**config.mk**
```make
export PLATFORM = sky130hd
export DESIGN_NAME = inst_mem_loader
export DESIGN_NICKNAME = d
export VERILOG_FILES = /design/src/rtl/inst_mem_loader_pkg.sv /design/src/rtl/inst_mem_loader_packer.sv /design/src/rtl/inst_mem_loader.sv
export SDC_FILE = /design/constraint.sdc
export NUM_CORES = 1
export LEC_CHECK = 0
export ABC_AREA = 1
export BUFFER_PORTS_ARGS = -buffer_cell sky130_fd_sc_hd__buf_2
export CAP_MARGIN = 20
export CORE_MARGIN = 10
export CORE_UTILIZATION = 25
export DETAILED_ROUTE_END_ITERATION = 8
export MAX_ROUTING_LAYER = met4
export PLACE_DENSITY_LB_ADDON = 0.3
export SLEW_MARGIN = 20
export SYNTH_ARGS = -nofsm -noshare
export SYNTH_HDL_FRONTEND = slang
export SYNTH_HIERARCHICAL = 1
export SYNTH_SLANG_ARGS = --single-unit
```
**constraint.sdc**
```tcl
create_clock -name Clk -period 2.5 [get_ports Clk]
set_input_delay 0.125 -clock Clk [delete_from_list [all_inputs] [get_ports Clk]]
set_output_delay 0.125 -clock Clk [all_outputs]
set_load 0.05 [all_outputs]
```
**src/rtl/inst_mem_loader_pkg.sv**
```systemverilog
// inst_mem_loader_pkg
//   Shared definitions for the PE instruction memory loader. It holds the
//   loader FSM encoding, the number of host words per instruction and the
//   field layout of a 72-bit PE instruction. The PE decoder and the test
//   encoder both use the same layout.
//   No ports (package).
package inst_mem_loader_pkg;

    typedef enum logic [1:0] {
        IDLE = 2'd0,
        LOAD = 2'd1,
        RUN  = 2'd2
    } loader_state_t;

    localparam int WORDS_PER_INST = 3;

    // Instruction field slices (bit positions within the 72-bit word).
    localparam int INPUT_SEL_HI  = 67;
    localparam int INPUT_SEL_LO  = 66;
    localparam int BYPASS_SEL_HI = 65;
    localparam int BYPASS_SEL_LO = 64;
    localparam int WEB_BIT       = 63;
    localparam int WEA_BIT       = 62;
    localparam int ADDR3_HI      = 61;
    localparam int ADDR3_LO      = 54;
    localparam int ADDR4_HI      = 53;
    localparam int ADDR4_LO      = 46;
    localparam int ADDR5_HI      = 45;
    localparam int ADDR5_LO      = 38;
    localparam int ADDR0_HI      = 37;
    localparam int ADDR0_LO      = 30;
    localparam int ADDR1_HI      = 29;
    localparam int ADDR1_LO      = 22;
    localparam int ADDR2_HI      = 21;
    localparam int ADDR2_LO      = 14;
    localparam int OPCODE_HI     = 13;
    localparam int OPCODE_LO     = 10;
    localparam int OUT3_SEL_HI   = 7;
    localparam int OUT3_SEL_LO   = 6;
    localparam int OUT2_SEL_HI   = 5;
    localparam int OUT2_SEL_LO   = 4;
    localparam int OUT1_SEL_HI   = 3;
    localparam int OUT1_SEL_LO   = 2;
    localparam int OUT0_SEL_HI   = 1;
    localparam int OUT0_SEL_LO   = 0;

    // Same layout as the slices above, as a packed struct (MSB first).
    // rsvd_hi covers [71:68] and rsvd_lo covers [9:8].
    typedef struct packed {
        logic [3:0] rsvd_hi;
        logic [1:0] input_sel;
        logic [1:0] bypass_sel;
        logic       web;
        logic       wea;
        logic [7:0] addr3;
        logic [7:0] addr4;
        logic [7:0] addr5;
        logic [7:0] addr0;
        logic [7:0] addr1;
        logic [7:0] addr2;
        logic [3:0] opcode;
        logic [1:0] rsvd_lo;
        logic [1:0] out3_sel;
        logic [1:0] out2_sel;
        logic [1:0] out1_sel;
        logic [1:0] out0_sel;
    } pe_inst_t;

    // Extracts the opcode field from a raw instruction word.
    function automatic logic [3:0] inst_opcode(input logic [71:0] inst);
        return inst[OPCODE_HI:OPCODE_LO];
    endfunction

endpackage

```
**src/rtl/inst_mem_loader_packer.sv**
```systemverilog
// inst_word_packer
//   Collects host words into one instruction. Word 0 fills the low slot and
//   word 1 fills the middle slot. Word 2 is not stored. Its low byte goes
//   straight into the top of pack_data in the same cycle it is accepted, so
//   the parent can register the full instruction on that edge.
//   Ports:
//     Clk, Resetn    clock, async active-low reset
//     clear          restart at word 0 (new load)
//     accept         a host word transfers this cycle
//     word           host word
//     word_complete  third word of an instruction is being accepted
//     pack_data      packed instruction, valid while word_complete is high
module inst_word_packer
    import inst_mem_loader_pkg::*;
#(
    parameter int DWIDTH      = 32,
    parameter int INST_DWIDTH = 72
) (
    input  logic                   Clk,
    input  logic                   Resetn,
    input  logic                   clear,
    input  logic                   accept,
    input  logic [DWIDTH-1:0]      word,
    output logic                   word_complete,
    output logic [INST_DWIDTH-1:0] pack_data
);

    logic [1:0]        word_idx;
    logic [DWIDTH-1:0] slot0;
    logic [DWIDTH-1:0] slot1;

    // Slot capture and word index. The index wraps to 0 on the last word.
    always_ff @(posedge Clk or negedge Resetn) begin
        if (!Resetn) begin
            word_idx <= 2'd0;
            slot0    <= '0;
            slot1    <= '0;
        end else if (clear) begin
            word_idx <= 2'd0;
        end else if (accept) begin
            case (word_idx)
                2'd0: begin
                    slot0    <= word;
                    word_idx <= 2'd1;
                end
                2'd1: begin
                    slot1    <= word;
                    word_idx <= 2'd2;
                end
                default: word_idx <= 2'd0;
            endcase
        end
    end

    assign word_complete = accept && (word_idx == 2'(WORDS_PER_INST - 1));

    // Only the low byte of the third word is kept.
    assign pack_data = {word[INST_DWIDTH-2*DWIDTH-1:0], slot1, slot0};

endmodule

```
**src/rtl/inst_mem_loader.sv**
```systemverilog
// inst_mem_loader
//   Host-side writer for the PE instruction memory. Host words arrive over
//   Host_Valid/Host_Ready and are packed three at a time into instructions.
//   The instructions are written sequentially from address 0. A run command
//   holds PE_Array_Busy high for Run_Cycles cycles and then pulses Run_Done.
//   Ports:
//     Clk, Resetn        clock, async active-low reset
//     Load_Start/Len     start a load of Len instructions (1..2^INST_AWIDTH)
//     Host_Data/Valid    host word stream; Host_Ready = word accepted
//     Run_Start/Cycles   start a run of Run_Cycles busy cycles
//     Inst_Wr_*          instruction memory write port
//     PE_Array_Busy      run enable to the PE array
//     Run_Done           1-cycle pulse after the last busy cycle
//     Loaded             a complete program is in memory
//     Error              1-cycle pulse on an illegal command
//   All outputs are registered.
module inst_mem_loader
    import inst_mem_loader_pkg::*;
#(
    parameter int DWIDTH      = 32,
    parameter int INST_DWIDTH = 72,
    parameter int INST_AWIDTH = 10,
    parameter int CWIDTH      = 16
) (
    input  logic                   Clk,
    input  logic                   Resetn,
    input  logic                   Load_Start,
    input  logic [INST_AWIDTH:0]   Load_Len,
    input  logic [DWIDTH-1:0]      Host_Data,
    input  logic                   Host_Valid,
    output logic                   Host_Ready,
    input  logic                   Run_Start,
    input  logic [CWIDTH-1:0]      Run_Cycles,
    output logic                   Inst_Wr_En,
    output logic [INST_AWIDTH-1:0] Inst_Wr_Addr,
    output logic [INST_DWIDTH-1:0] Inst_Wr_Data,
    output logic                   PE_Array_Busy,
    output logic                   Run_Done,
    output logic                   Loaded,
    output logic                   Error
);

    localparam logic [INST_AWIDTH:0]   MAX_LEN  = {1'b1, {INST_AWIDTH{1'b0}}};
    localparam logic [INST_AWIDTH:0]   LEN_ONE  = {{INST_AWIDTH{1'b0}}, 1'b1};
    localparam logic [INST_AWIDTH-1:0] ADDR_ONE = {{(INST_AWIDTH-1){1'b0}}, 1'b1};
    localparam logic [CWIDTH-1:0]      CNT_ONE  = {{(CWIDTH-1){1'b0}}, 1'b1};

    loader_state_t          state_q, state_d;
    logic [INST_AWIDTH-1:0] addr_q, addr_d;
    logic [INST_AWIDTH-1:0] last_addr_q, last_addr_d;
    logic [CWIDTH-1:0]      run_cnt_q, run_cnt_d;
    logic                   load_last_q, load_last_d;

    logic                   host_ready_d;
    logic                   wr_en_d;
    logic [INST_AWIDTH-1:0] wr_addr_d;
    logic [INST_DWIDTH-1:0] wr_data_d;
    logic                   busy_d;
    logic                   done_d;
    logic                   loaded_d;
    logic                   error_d;

    logic                   pack_clear;
    logic                   word_complete;
    logic [INST_DWIDTH-1:0] pack_data;
    logic                   len_legal;

    inst_word_packer #(
        .DWIDTH      (DWIDTH),
        .INST_DWIDTH (INST_DWIDTH)
    ) u_packer (
        .Clk           (Clk),
        .Resetn        (Resetn),
        .clear         (pack_clear),
        .accept        (Host_Valid && Host_Ready),
        .word          (Host_Data),
        .word_complete (word_complete),
        .pack_data     (pack_data)
    );

    assign len_legal = (Load_Len != '0) && (Load_Len <= MAX_LEN);

    // Next-state and next-output logic. Every output is computed here as a
    // _d value and registered below. This keeps outputs glitch-free and lets
    // the write strobe appear exactly one cycle after the completing handshake.
    always_comb begin
        state_d      = state_q;
        addr_d       = addr_q;
        last_addr_d  = last_addr_q;
        run_cnt_d    = run_cnt_q;
        load_last_d  = load_last_q;
        host_ready_d = Host_Ready;
        wr_en_d      = 1'b0;
        wr_addr_d    = Inst_Wr_Addr;
        wr_data_d    = Inst_Wr_Data;
        busy_d       = PE_Array_Busy;
        done_d       = 1'b0;
        loaded_d     = Loaded;
        error_d      = 1'b0;
        pack_clear   = 1'b0;

        case (state_q)
            IDLE: begin
                host_ready_d = 1'b0;
                busy_d       = 1'b0;
                // Load_Start has priority and silently drops a coincident Run_Start.
                if (Load_Start) begin
                    if (len_legal) begin
                        last_addr_d  = INST_AWIDTH'(Load_Len - LEN_ONE);
                        addr_d       = '0;
                        load_last_d  = 1'b0;
                        pack_clear   = 1'b1;
                        loaded_d     = 1'b0;
                        host_ready_d = 1'b1;
                        state_d      = LOAD;
                    end else begin
                        error_d = 1'b1;
                    end
                end else if (Run_Start) begin
                    if (Loaded) begin
                        run_cnt_d = Run_Cycles;
                        busy_d    = (Run_Cycles != '0);
                        // A zero-length run goes straight to its done pulse.
                        done_d    = (Run_Cycles == '0);
                        state_d   = RUN;
                    end else begin
                        error_d = 1'b1;
                    end
                end
            end

            LOAD: begin
                if (load_last_q) begin
                    // This is the final write cycle. Host_Ready is already low.
                    loaded_d     = 1'b1;
                    load_last_d  = 1'b0;
                    host_ready_d = 1'b0;
                    state_d      = IDLE;
                end else if (word_complete) begin
                    wr_en_d   = 1'b1;
                    wr_addr_d = addr_q;
                    wr_data_d = pack_data;
                    // At full depth this wraps to 0, but no further write follows.
                    addr_d    = addr_q + ADDR_ONE;
                    if (addr_q == last_addr_q) begin
                        host_ready_d = 1'b0;
                        load_last_d  = 1'b1;
                    end
                end
            end

            RUN: begin
                if (Run_Done) begin
                    state_d = IDLE;
                end else if (run_cnt_q <= CNT_ONE) begin
                    busy_d    = 1'b0;
                    done_d    = 1'b1;
                    run_cnt_d = '0;
                end else begin
                    run_cnt_d = run_cnt_q - CNT_ONE;
                end
            end

            default: begin
                state_d      = IDLE;
                host_ready_d = 1'b0;
                busy_d       = 1'b0;
            end
        endcase
    end

    // State, counters and registered outputs. Reset aborts any load or run.
    always_ff @(posedge Clk or negedge Resetn) begin
        if (!Resetn) begin
            state_q       <= IDLE;
            addr_q        <= '0;
            last_addr_q   <= '0;
            run_cnt_q     <= '0;
            load_last_q   <= 1'b0;
            Host_Ready    <= 1'b0;
            Inst_Wr_En    <= 1'b0;
            Inst_Wr_Addr  <= '0;
            Inst_Wr_Data  <= '0;
            PE_Array_Busy <= 1'b0;
            Run_Done      <= 1'b0;
            Loaded        <= 1'b0;
            Error         <= 1'b0;
        end else begin
            state_q       <= state_d;
            addr_q        <= addr_d;
            last_addr_q   <= last_addr_d;
            run_cnt_q     <= run_cnt_d;
            load_last_q   <= load_last_d;
            Host_Ready    <= host_ready_d;
            Inst_Wr_En    <= wr_en_d;
            Inst_Wr_Addr  <= wr_addr_d;
            Inst_Wr_Data  <= wr_data_d;
            PE_Array_Busy <= busy_d;
            Run_Done      <= done_d;
            Loaded        <= loaded_d;
            Error         <= error_d;
        end
    end

endmodule
```
==> results.py, run 1 <==
metrics = {
    "timing": {
        "slew_headroom_pct": 50.6,
        "finalSetupViolCount": 0,
        "clock.fmax_ghz": 0.479,
        "hold_viol": 0,
        "grt_setup_unrepaired": "false",
        "fin_crit_sh_pct": 83.5,
        "finalHoldWorstSlack_ns": 0.0260,
        "setup_slack_ns": 0.412,
        "worst_slew_pin_slew_ns": 0.740,
        "finalClockSkew_ns": 0.0148,
        "final.min_clock_period_ns": 2.09,
        "finalMaxSlewViolations": 0,
    },
    "cells_and_area": {
        "utilization_pct": 31.6,
        "fin_area_sq_um": 10900,
        "finalNetCount": 1274,
        "drive_gt1_share_pct": 17.7,
        "areaGrowthSynthToFinish_pct": 25.0,
    },
    "logic_synthesis": {
        "synth_ff_type": "dfrtp_1",
        "yosysWarnings": 6,
        "syn_nets": 1097,
        "postSynthCellCount": 1028,
        "synth_area_leaders": "dfrtp_1 (56%), nand2_1 (20%), nand3_1 (4.8%), nor2_1 (2.8%), inv_1 (2.0%)",
        "synth_cell_types": 32,
        "synth_top_area_cell": "dfrtp_1",
        "synthArstFlopShare_pct": 100,
        "synth_most_common_cell": "nand2_1",
        "synth_seq_cells": 193,
        "ys_seq_area_share_pct": 55.6,
        "synth_area_sq_um": 8680,
        "synthTopCellsByCount": "nand2_1 (457), dfrtp_1 (193), nand3_1 (83)",
        "yosysTopAreaCellShare_pct": 55.6,
        "synth_area_per_cell_sq_um": 8.44,
        "synth_edf_count": 0,
    },
    "cts": {
        "cts_tree": "built",
        "cts_made_buffers": 17,
        "cts.path.max_buffers": 2,
        "clk_latency_ns": 0.44,
        "path_clk_slew_ns": 0.07,
        "numClockSinks": 193,
        "clockRootBuffer": "clkbuf_16",
        "ctsHtreeMaxLevel": 4,
    },
    "global_routing": {
        "gr-usage-all-layers_pct": 12.4,
        "grt_max_degree": 80,
        "grt.overflow.total": 0,
        "grt_pass1_vias": 7276,
        "grt_pass1_wl_mm": 40.3,
        "antenna_found_initial": 5,
    },
    "setup_path": {
        "critPathMaxFanout": 24,
        "critical_path_arrival_ns": 2.40,
        "timing.critical_path.from_type": "flip-flop",
        "critPathKind": "reg -> reg",
        "required_ns": 2.81,
        "cp-end-kind": "flip-flop",
    },
    "outcome": {
        "status": "finished, final reports clean",
    },
    "die": {
        "start_util_pct": 25.3,
        "die_x_um": 206,
        "io-pin-count": 152,
        "rows": 68,
        "dieArea_sq_um": 42600,
        "core-area_sq_um": 34400,
        "die_h_um": 206,
    },
    "detailed_routing": {
        "firstDrtPassIters": 5,
        "drc_errors": 0,
        "drt-vias-per-instance": 4.27,
        "maxUsedRoutingLayer": "met4",
        "wl_met2_mm": 11.8,
        "m1WireLength_mm": 12.2,
        "wl_per_cell_um": 15.2,
        "routed-wl-met3_mm": 1.27,
        "drt_iter0_markers": 434,
        "route.vias.total": 7163,
        "drt_wl_total_mm": 25.5,
        "antenna_left": 0,
    },
    "hold_path": {
        "hold_class": "in -> reg",
    },
    "pwr": {
        "seqPwrFrac_pct": 39.5,
        "swShare_pct": 45.8,
        "switchingPower_uw": 6100,
        "powerDensity_nw_per_um2": 1230,
        "power.share.clock_pct": 21.1,
        "comb_power_share_pct": 39.4,
        "p_leak_uw": 0.00578,
        "irDropWorstVdd_mv": 0.649,
        "internal_power_uw": 7230,
    },
    "placement": {
        "postPlaceCellArea_sq_um": 9790,
        "numPortBuffers": 151,
        "gp_congestion": 0.840,
        "pre_cts_slack_ns": -0.00263,
        "dp_hpwl_mm": 17.4,
    },
    "run": {
        "maxCapViolations": 0,
    },
}
-- power by group through the flow --
stage                     Sequential, uW  Clock (uW)  Combinational, uW
after floorplan                     7020           0               2030
after global placement              5300           0               5210
after detailed placement            5320           0               5260
after CTS                           5280        2920               5330
after global routing                5460        3050               5810
final                               5270        2820               5250
-- layer usage --
metal | vias up | global-route usage, %
met5 | - | -
met4 | 0 | 3.00
met3 | 14 | 2.93
met2 | 174 | 18.8
met1 | 3404 | 16.3
li1 | 3571 | -
-- placed cells by master, fill, tap and decap left out, drive strengths merged, types with 4 or more instances in the layout --
cell         count
dfrtp          193
xor2            17
a22oi            5
diode            5
nor2            71
o21ai           27
inv             54
xnor2           11
nor3             7
nand2          461
clkbuf          20
clkinv           6
dlygate4sd3     44
buf            165
ha               5
nor4             4
a21oi           26
nand3           85
-- what timing repair did --
item / CTS / global route
setup buffers: 0 / 1
hold buffers: 44 / 0
setup endpoints to repair: 0 / 65
hold endpoints to repair: 137 / 0
gates resized for setup: 0 / 0
-- worst max-delay path, stage by stage (launching register included) --
cell	delay, ns
dfrtp_1	0.37
nand2_1	0.07
inv_1	0.08
inv_1	0.14
nor3_1	0.19
inv_1	0.12
nor2_4	0.16
clkinv_2	0.34
nand2_1	0.37
o21ai_0	0.12
-- final cells by class --
class / count / area (sq um)
diodes: 5 / 12.5
clock buffers: 19 / 453
clock inverters: 12 / 145
fillers: 3700 / 23500
inverters: 49 / 185
multi-input cells: 734 / 3260
flip-flops and latches: 193 / 4830
well taps: 455 / 569
repair buffers: 210 / 1390
-- state kept, by name (all words and copies together), names as in the netlist --
register,flops
u_packer/slot1,32
Inst_Wr_Data,72
addr_q,10
Run_Done,1
Inst_Wr_Addr,10
Loaded,1
load_last_q,1
u_packer/slot0,32
u_packer/word_idx,2
Inst_Wr_En,1
last_addr_q,10
Error,1
state_q,2
run_cnt_q,16
PE_Array_Busy,1
Host_Ready,1
-- cells by family after synthesis --
kind of cell | synth area share [%]
compound gates | 3.92
xor+xnor | 2.83
fa+ha+maj | 0.721
buf+inv | 6.82
flops | 55.6
simple gates | 30.1
-- metrics by stage --
step           setup TNS [ns]  cells  total power, uW
4_1_cts                     0   1670            13500
3_5_place_dp         -0.00263   1595            10600
2_1_floorplan               0   1028             9050
6_report                    0   1677            13300
5_1_grt                     0   1677            14300
3_3_place_gp                0   1595            10500
-- final timing paths --
kind                                                   start                           end  slack [ns]  depth (start not counted)
max in group asynchronous                             Resetn   Inst_Wr_Addr[7]$_DFFE_PN0P_        1.56                          3
worst min-delay path                          Run_Cycles[13]     run_cnt_q[13]$_DFFE_PN0P_        0.03                          3
worst max register to register        Host_Ready$_DFFE_PN0P_         addr_q[9]$_DFFE_PN0P_        0.41                          9
min in group asynchronous                             Resetn      run_cnt_q[2]$_DFFE_PN0P_        0.23                          2
worst max-delay path                  Host_Ready$_DFFE_PN0P_         addr_q[9]$_DFFE_PN0P_        0.41                          9
worst min register to register  Inst_Wr_Data[14]$_DFFE_PN0P_  Inst_Wr_Data[14]$_DFFE_PN0P_        0.47                          2
Note: power is estimated with default switching activity, not from simulation.
==> run 2: changes to the inputs <==
--- a/config.mk
+++ b/config.mk
@@ -5,7 +5,7 @@
 export SDC_FILE = /design/constraint.sdc
 export NUM_CORES = 1
 export LEC_CHECK = 0
-export ABC_AREA = 1
+export ABC_AREA = 0
 export BUFFER_PORTS_ARGS = -buffer_cell sky130_fd_sc_hd__buf_2
 export CAP_MARGIN = 20
 export CORE_MARGIN = 10
==> constraint.sdc (replaced) <==
create_clock -name Clk -period 1.75 [get_ports Clk]
set_input_delay 0.0875 -clock Clk [delete_from_list [all_inputs] [get_ports Clk]]
set_output_delay 0.0875 -clock Clk [all_outputs]
set_load 0.05 [all_outputs]
==> run 2 against run 1 <==
Effect of this change: the flow now finishes with violations (setup timing); synthesized area fell by 1.1%; first-iteration DRC count fell by 2.3%; largest power group is now combinational logic; combinational power grew 62%; count of clock-buffer cells in the layout is the same; critical endpoint is now u_packer/slot1[9]$_DFFE_PN0P_; worst hold slack worse by 0.0054 ns; synthesized cell count down 22%; wire length is 8.9% higher; final area rose by 14%; core utilization is 5.2 points higher.
==> results.py, run 2 <==
metrics = {
    "outcome": {
        "status": "finished, violations left",
        "violations": "setup timing",
    },
    "cells_and_area": {
        "stdcell_count": 1543,
        "largestRegisters": "Inst_Wr_Data x72, u_packer/slot0 x32, u_packer/slot1 x32",
        "largest_reg_flops": 72,
        "nFillCells": 3349,
        "finalNetCount": 1151,
        "utilization_pct": 36.8,
        "areaGrowthSynthToFinish_pct": 44.3,
        "num_antenna_cells": 0,
        "drive_gt1_share_pct": 40.0,
        "final_cell_mix": "nand2_1 (259), dfrtp_1 (191), buf_2 (148)",
        "final_common_cell": "nand2_1",
        "regMostFlops": "Inst_Wr_Data",
        "fin_area_sq_um": 12400,
    },
    "die": {
        "io-pin-count": 152,
        "dieArea_sq_um": 42200,
        "die_x_um": 205,
        "start_util_pct": 25.5,
        "die_h_um": 205,
        "rows": 67,
        "core-area_sq_um": 33700,
    },
    "timing": {
        "finalMaxSlewViolations": 0,
        "worst_slew_pin_slew_ns": 0.460,
        "clock.fmax_ghz": 0.470,
        "final.min_clock_period_ns": 2.13,
        "setup_slack_ns": -0.376,
        "fin_crit_sh_pct": 121,
        "slew_headroom_pct": 69.4,
        "finalSetupViolCount": 81,
        "grt_setup_unrepaired": "true",
        "hold_viol": 0,
        "finalClockSkew_ns": 0.00887,
    },
    "cts": {
        "clockRootBuffer": "clkbuf_16",
        "clk_latency_ns": 0.44,
        "cts_made_buffers": 17,
        "numClockSinks": 193,
        "path_clk_slew_ns": 0.08,
        "cts.path.max_buffers": 2,
        "cts_tree": "built",
        "ctsHtreeMaxLevel": 4,
    },
    "setup_path": {
        "timing.critical_path.from_type": "input pin",
        "slowest_stage": "or4b_4",
        "critPathMaxFanout": 8,
        "path_buf_inv": 4,
        "critPathKind": "in -> reg",
        "cp_slowest_stage_delay_ns": 0.45,
        "critPathTopFamily": "simple AND/OR/NAND/NOR gates",
        "cp_cell_sequence": "buf_8, inv_6, ha_4, or4b_4, or4_4, and4_4, nor4bb_4, buf_6, buf_12, mux2_4",
        "required_ns": 2.07,
        "critical_path_arrival_ns": 2.45,
        "cp-end-kind": "flip-flop",
    },
    "logic_synthesis": {
        "synthArstFlopShare_pct": 100,
        "ys_seq_area_share_pct": 56.2,
        "yosysTopAreaCellShare_pct": 56.2,
        "synth_ff_type": "dfrtp_1",
        "synth_top_area_cell": "dfrtp_1",
        "synth_area_per_cell_sq_um": 10.7,
        "synth_most_common_cell": "nand2_1",
        "synth_seq_cells": 193,
        "synth_area_leaders": "dfrtp_1 (56%), nand2_1 (12%), mux2_4 (5.9%), mux2_2 (4.9%), nand4_1 (1.5%)",
        "synth_cell_types": 61,
        "synthTopCellsByCount": "nand2_1 (270), dfrtp_1 (193), mux2_2 (37)",
        "synth_area_sq_um": 8590,
        "yosysWarnings": 6,
        "postSynthCellCount": 801,
        "syn_nets": 870,
        "synth_edf_count": 0,
    },
    "detailed_routing": {
        "route.vias.total": 6860,
        "firstDrtPassIters": 5,
        "drc_errors": 0,
        "drt_wl_total_mm": 27.8,
        "drt-vias-per-instance": 4.45,
        "drt_iter0_markers": 424,
        "antenna_left": 0,
        "wl_per_cell_um": 18.0,
    },
    "global_routing": {
        "grt_max_degree": 85,
        "antenna_found_initial": 0,
        "gr-usage-all-layers_pct": 12.9,
        "grt_pass1_vias": 7094,
        "grt.overflow.total": 0,
        "grt_pass1_wl_mm": 41.3,
    },
    "placement": {
        "postPlaceCellArea_sq_um": 10500,
        "dp_hpwl_mm": 17.2,
        "numPortBuffers": 151,
        "gp_congestion": 0.820,
        "place_inst": 1438,
    },
    "pwr": {
        "power.total_uw": 19900,
        "irDropWorstVdd_mv": 0.905,
        "powerDensity_nw_per_um2": 1600,
        "p_leak_uw": 0.00621,
    },
    "hold_path": {
        "hold_class": "in -> reg",
    },
    "run": {
        "maxCapViolations": 0,
    },
}
[run 2: cells by family (layout without fill, tap and decap cells)]
group	count (synthesis)	after routing	share of synthesized area [%]
compound gates	63	63	5.38
xor+xnor	22	22	2.24
fa+ha+maj	5	5	0.728
buf+inv	61	355	4.21
flops	193	193	56.2
mux	75	75	11.3
simple gates	382	382	19.9
[run 2: path summary, 6_finish.rpt]
check	startpoint	endpoint	slack (ns)	depth (start not counted)
min	Load_Len[1]	last_addr_q[3]$_DFFE_PN0P_	0.02	4
min in group asynchronous	Resetn	run_cnt_q[2]$_DFFE_PN0P_	0.17	2
max	Load_Len[0]	u_packer/slot1[9]$_DFFE_PN0P_	-0.38	10
max in group asynchronous	Resetn	addr_q[0]$_DFFE_PN0P_	0.93	3
min reg2reg	u_packer/slot1[21]$_DFFE_PN0P_	Inst_Wr_Data[53]$_DFFE_PN0P_	0.47	2
max reg2reg	run_cnt_q[0]$_DFFE_PN0P_	run_cnt_q[6]$_DFFE_PN0P_	-0.25	6
[run 2: what timing repair did]
action / CTS / global route
gates resized for setup: 53 / 67
gates cloned: 6 / 5
endpoints found under the hold margin: 150 / 0
buffers inserted: 12 / 13
endpoints found under the setup margin: 97 / 112
pin swaps: 8 / 21
hold buffers: 40 / 0
[run 2: per-layer routing]
metal,global-route usage (%),routed length (um)
met1,16.6,12800
met2,20.6,13800
met3,2.72,990
met4,2.52,172
met5,-,0
[run 2: stage by stage]
step           hold slack (ns)  setup TNS (ns)  worst slack (ns)
2_1_floorplan           -0.208          -60.60            -0.931
3_3_place_gp            0.0902          -67.47            -0.940
3_5_place_dp            0.0855          -71.39            -0.970
4_1_cts                0.00191          -21.10            -0.382
5_1_grt                 0.0119          -26.39            -0.427
6_report                0.0205          -21.82            -0.376
[run 2: tightest hold or removal path, cell delays in order]
cell	delay (ns)
buf_8	0.08
o31ai_1	0.08
nand2_1	0.06
mux2_2	0.13
[run 2: final cells by class]
cell class              count  area (sq um)  share of cell area (%)
clock inverters            13           171                    1.38
clock buffers              19           433                    3.49
multi-input cells         547          3840                    31.0
flip-flops and latches    193          4830                    39.0
well taps                 448           561                    4.52
inverters                  11          65.1                   0.525
repair buffers            312          2490                    20.1
[run 2: power breakdown]
group	internal [uW]	switching, uW	leakage, uW
registers	6110	1160	0.00252
clock network	2060	2000	0.000289
logic	3680	4860	0.00340
total	11800	8020	0.00621
==> run 3: changes to the inputs <==
--- a/config.mk
+++ b/config.mk
@@ -16,5 +16,4 @@
 export SLEW_MARGIN = 20
 export SYNTH_ARGS = -nofsm -noshare
 export SYNTH_HDL_FRONTEND = slang
-export SYNTH_HIERARCHICAL = 1
 export SYNTH_SLANG_ARGS = --single-unit
==> run 3 against run 2 <==
Effect of this change: final cell count decreased by 13%; non-clock buffer count increased by 22; wire length is 16% lower; fmax up 7.4%; sequential power grew 2%; critical path type is now reg -> reg; highest routed layer unchanged; the run still ends with setup timing left; total power up 0.54%; worst hold slack better by 0.014 ns; sequential share of layout area decreased by 0.35 points; largest cell class unchanged; first-iteration DRC count decreased by 46%; sequential cell count unchanged; global-route usage down 1.0 points.
==> results.py, run 3 <==
metrics = {
    "logic_synthesis": {
        "yosysTopAreaCellShare_pct": 59.8,
        "synth_most_common_cell": "dfrtp_1",
        "synth_ff_type": "dfrtp_1",
        "synth_cell_types": 47,
        "synthArstFlopShare_pct": 100,
        "synth_edf_count": 0,
        "synth_xor_area_share_pct": 2.71,
        "synthSimpleGateAreaFrac_pct": 7.86,
        "postSynthCellCount": 609,
        "syn_nets": 678,
        "synth-compound-area-share_pct": 5.89,
        "synthAdderAreaFrac_pct": 0.775,
        "synth_area_per_cell_sq_um": 13.3,
        "ys_seq_area_share_pct": 59.8,
        "synth_top_family_by_area": "multiplexers",
        "yosysWarnings": 0,
        "synth_area_sq_um": 8080,
        "synthTopCellsByCount": "dfrtp_1 (193), mux2_2 (116), nor2_1 (36)",
        "synth_top_area_cell": "dfrtp_1",
        "synthMuxAreaShare_pct": 20.7,
        "synth_area_leaders": "dfrtp_1 (60%), mux2_2 (16%), mux2_1 (4.2%), xor2_1 (2.2%), nor2_1 (1.7%)",
        "synth_seq_cells": 193,
    },
    "cts": {
        "path_clk_slew_ns": 0.08,
        "cts.path.max_buffers": 2,
        "numClockSinks": 193,
        "clk_latency_ns": 0.44,
        "cts_made_buffers": 17,
        "clockRootBuffer": "clkbuf_16",
        "ctsHtreeMaxLevel": 4,
        "cts_tree": "built",
    },
    "cells_and_area": {
        "final_common_cell": "dfrtp_1",
        "stdcell_count": 1348,
        "drive_gt1_share_pct": 52.1,
        "finalNetCount": 1001,
        "largestRegisters": "Inst_Wr_Data x72, u_packer.slot0 x32, u_packer.slot1 x32",
        "regMostFlops": "Inst_Wr_Data",
        "largest_reg_flops": 72,
        "areaGrowthSynthToFinish_pct": 54.9,
        "final_cell_mix": "dfrtp_1 (191), buf_2 (150), buf_4 (84)",
    },
    "timing": {
        "setup_slack_ns": -0.229,
        "finalSetupViolCount": 171,
        "grt_setup_unrepaired": "true",
        "setup_tns_ns": -24.85,
        "hold_viol": 0,
        "slew_headroom_pct": 68.7,
        "finalClockSkew_ns": 0.0119,
        "fin_crit_sh_pct": 113,
        "finalMaxSlewViolations": 0,
        "finalHoldWorstSlack_ns": 0.0343,
        "final.min_clock_period_ns": 1.98,
        "clock.fmax_ghz": 0.505,
        "worst_slew_pin_slew_ns": 0.469,
    },
    "outcome": {
        "status": "finished, violations left",
        "violations": "setup timing",
    },
    "detailed_routing": {
        "drt_iter0_markers": 231,
        "drt_wl_total_mm": 23.4,
        "drt-vias-per-instance": 4.40,
        "route.vias.total": 5931,
        "antenna_left": 0,
        "drc_errors": 0,
        "firstDrtPassIters": 5,
        "wl_per_cell_um": 17.3,
    },
    "die": {
        "start_util_pct": 25.5,
        "dieArea_sq_um": 39900,
        "io-pin-count": 152,
        "die_h_um": 200,
        "core-area_sq_um": 31700,
        "die_x_um": 200,
        "rows": 65,
    },
    "setup_path": {
        "critical_path_arrival_ns": 2.30,
        "cp-end-kind": "flip-flop",
        "timing.critical_path.from_type": "flip-flop",
        "critPathKind": "reg -> reg",
        "critPathMaxFanout": 7,
        "required_ns": 2.07,
    },
    "placement": {
        "numPortBuffers": 151,
        "pre_cts_slack_ns": -0.539,
        "gp_congestion": 0.869,
        "place_inst": 1228,
        "dp_hpwl_mm": 15.2,
    },
    "global_routing": {
        "grt_max_degree": 55,
        "gr-usage-all-layers_pct": 11.9,
        "grt_pass1_wl_mm": 36.1,
        "grt_pass1_vias": 6459,
        "antenna_found_initial": 1,
        "grt.overflow.total": 0,
    },
    "pwr": {
        "comb_power_share_pct": 42.1,
        "seqPwrFrac_pct": 37.3,
        "irDropWorstVdd_mv": 0.709,
        "swShare_pct": 39.6,
        "p_leak_uw": 0.00599,
        "internal_power_uw": 12100,
        "power.share.clock_pct": 20.6,
        "switchingPower_uw": 7910,
        "powerDensity_nw_per_um2": 1600,
    },
    "run": {
        "maxCapViolations": 0,
    },
    "hold_path": {
        "hold_class": "in -> reg",
    },
}
-- run 3: changes by cell type in the layout (fill, tap and decap cells not counted), moves of 7 or more --
cell and delta:
mux2_1 +30, mux2_2 +28, nor2_1 +18, nand4_1 -17, xor2_1 +11, nand2_1 -239
buf_12 +7, mux2_4 +15, xnor2_1 -9
-- run 3: critical path, cell delays in order, from the launching register on --
cell and delay [ns]:
dfrtp_1 0.41, buf_6 0.14, or3b_4 0.40, nor2_4 0.11, buf_12 0.16, buf_16 0.16
clkbuf_16 0.16, mux2_4 0.29
-- run 3: area by class of cell --
class | instances | area, sq um
multi-input combinational | 375 | 3680
antenna | 1 | 2.50
sequential | 193 | 4830
inverter | 11 | 53.8
timing repair buffer | 334 | 2810
fill | 3032 | 19200
clock buffer | 18 | 429
clock inverter | 14 | 198
tap | 402 | 503
-- run 3: what timing repair did --
item | 4_1_cts | 5_1_grt
pin swaps | 21 | 19
hold buffers | 46 | 0
setup buffers | 26 | 4
endpoints found under the setup margin | 172 | 184
resized for setup | 60 | 49
endpoints found under the hold margin | 132 | 0
gates cloned | 7 | 8
-- run 3: power by group through the flow --
stage          Combinational (uW)  Sequential (uW)  Clock (uW)
6_report                     8410             7450        4120
5_1_grt                      8990             7720        4460
4_1_cts                      8220             7440        4260
3_5_place_dp                 7740             7510           0
3_3_place_gp                 7650             7460           0
2_1_floorplan                2910             9940           0
-- run 3: cell families after synthesis --
logic type      after synthesis
compound gates               72
simple gates                124
fa+ha+maj                     5
flops                       193
buf+inv                      41
mux                         149
xor+xnor                     25
-- run 3: worst paths after layout --
kind,start,endpoint,slack [ns],cells past startpoint
min reg2reg,u_packer.slot1[2]$_DFFE_PN0P_,Inst_Wr_Data[34]$_DFFE_PN0P_,0.49,1
max reg2reg,state_q[1]$_DFFE_PN0P_,Inst_Wr_Data[15]$_DFFE_PN0P_,-0.23,7
max in group asynchronous,Resetn,u_packer.slot0[29]$_DFFE_PN0P_,0.92,3
min,Run_Cycles[15],Run_Done$_DFF_PN0_,0.03,4
max,state_q[1]$_DFFE_PN0P_,Inst_Wr_Data[15]$_DFFE_PN0P_,-0.23,7
min in group asynchronous,Resetn,Inst_Wr_Data[41]$_DFFE_PN0P_,0.17,2
-- run 3: metal layers --
layer / share of wire (%) / global-route usage [%] / wire length, um / vias to the layer above
met5: 0 / - / 0 / -
met3: 4.5 / 3.10 / 1050 / 9
met4: 0.66 / 2.52 / 153 / 0
li1: - / - / - / 2851
met1: 47 / 15.2 / 11000 / 2943
met2: 48 / 18.6 / 11200 / 128
-- run 3: stage by stage --
stage,utilization (%),total power [uW],cell area (sq um)
finish,39.4,20000,12500
floorplan,-,12900,8570
global route,39.4,21200,12500
CTS,38.3,19900,12200
global placement,32.8,15100,10400
detailed placement,32.8,15200,10400
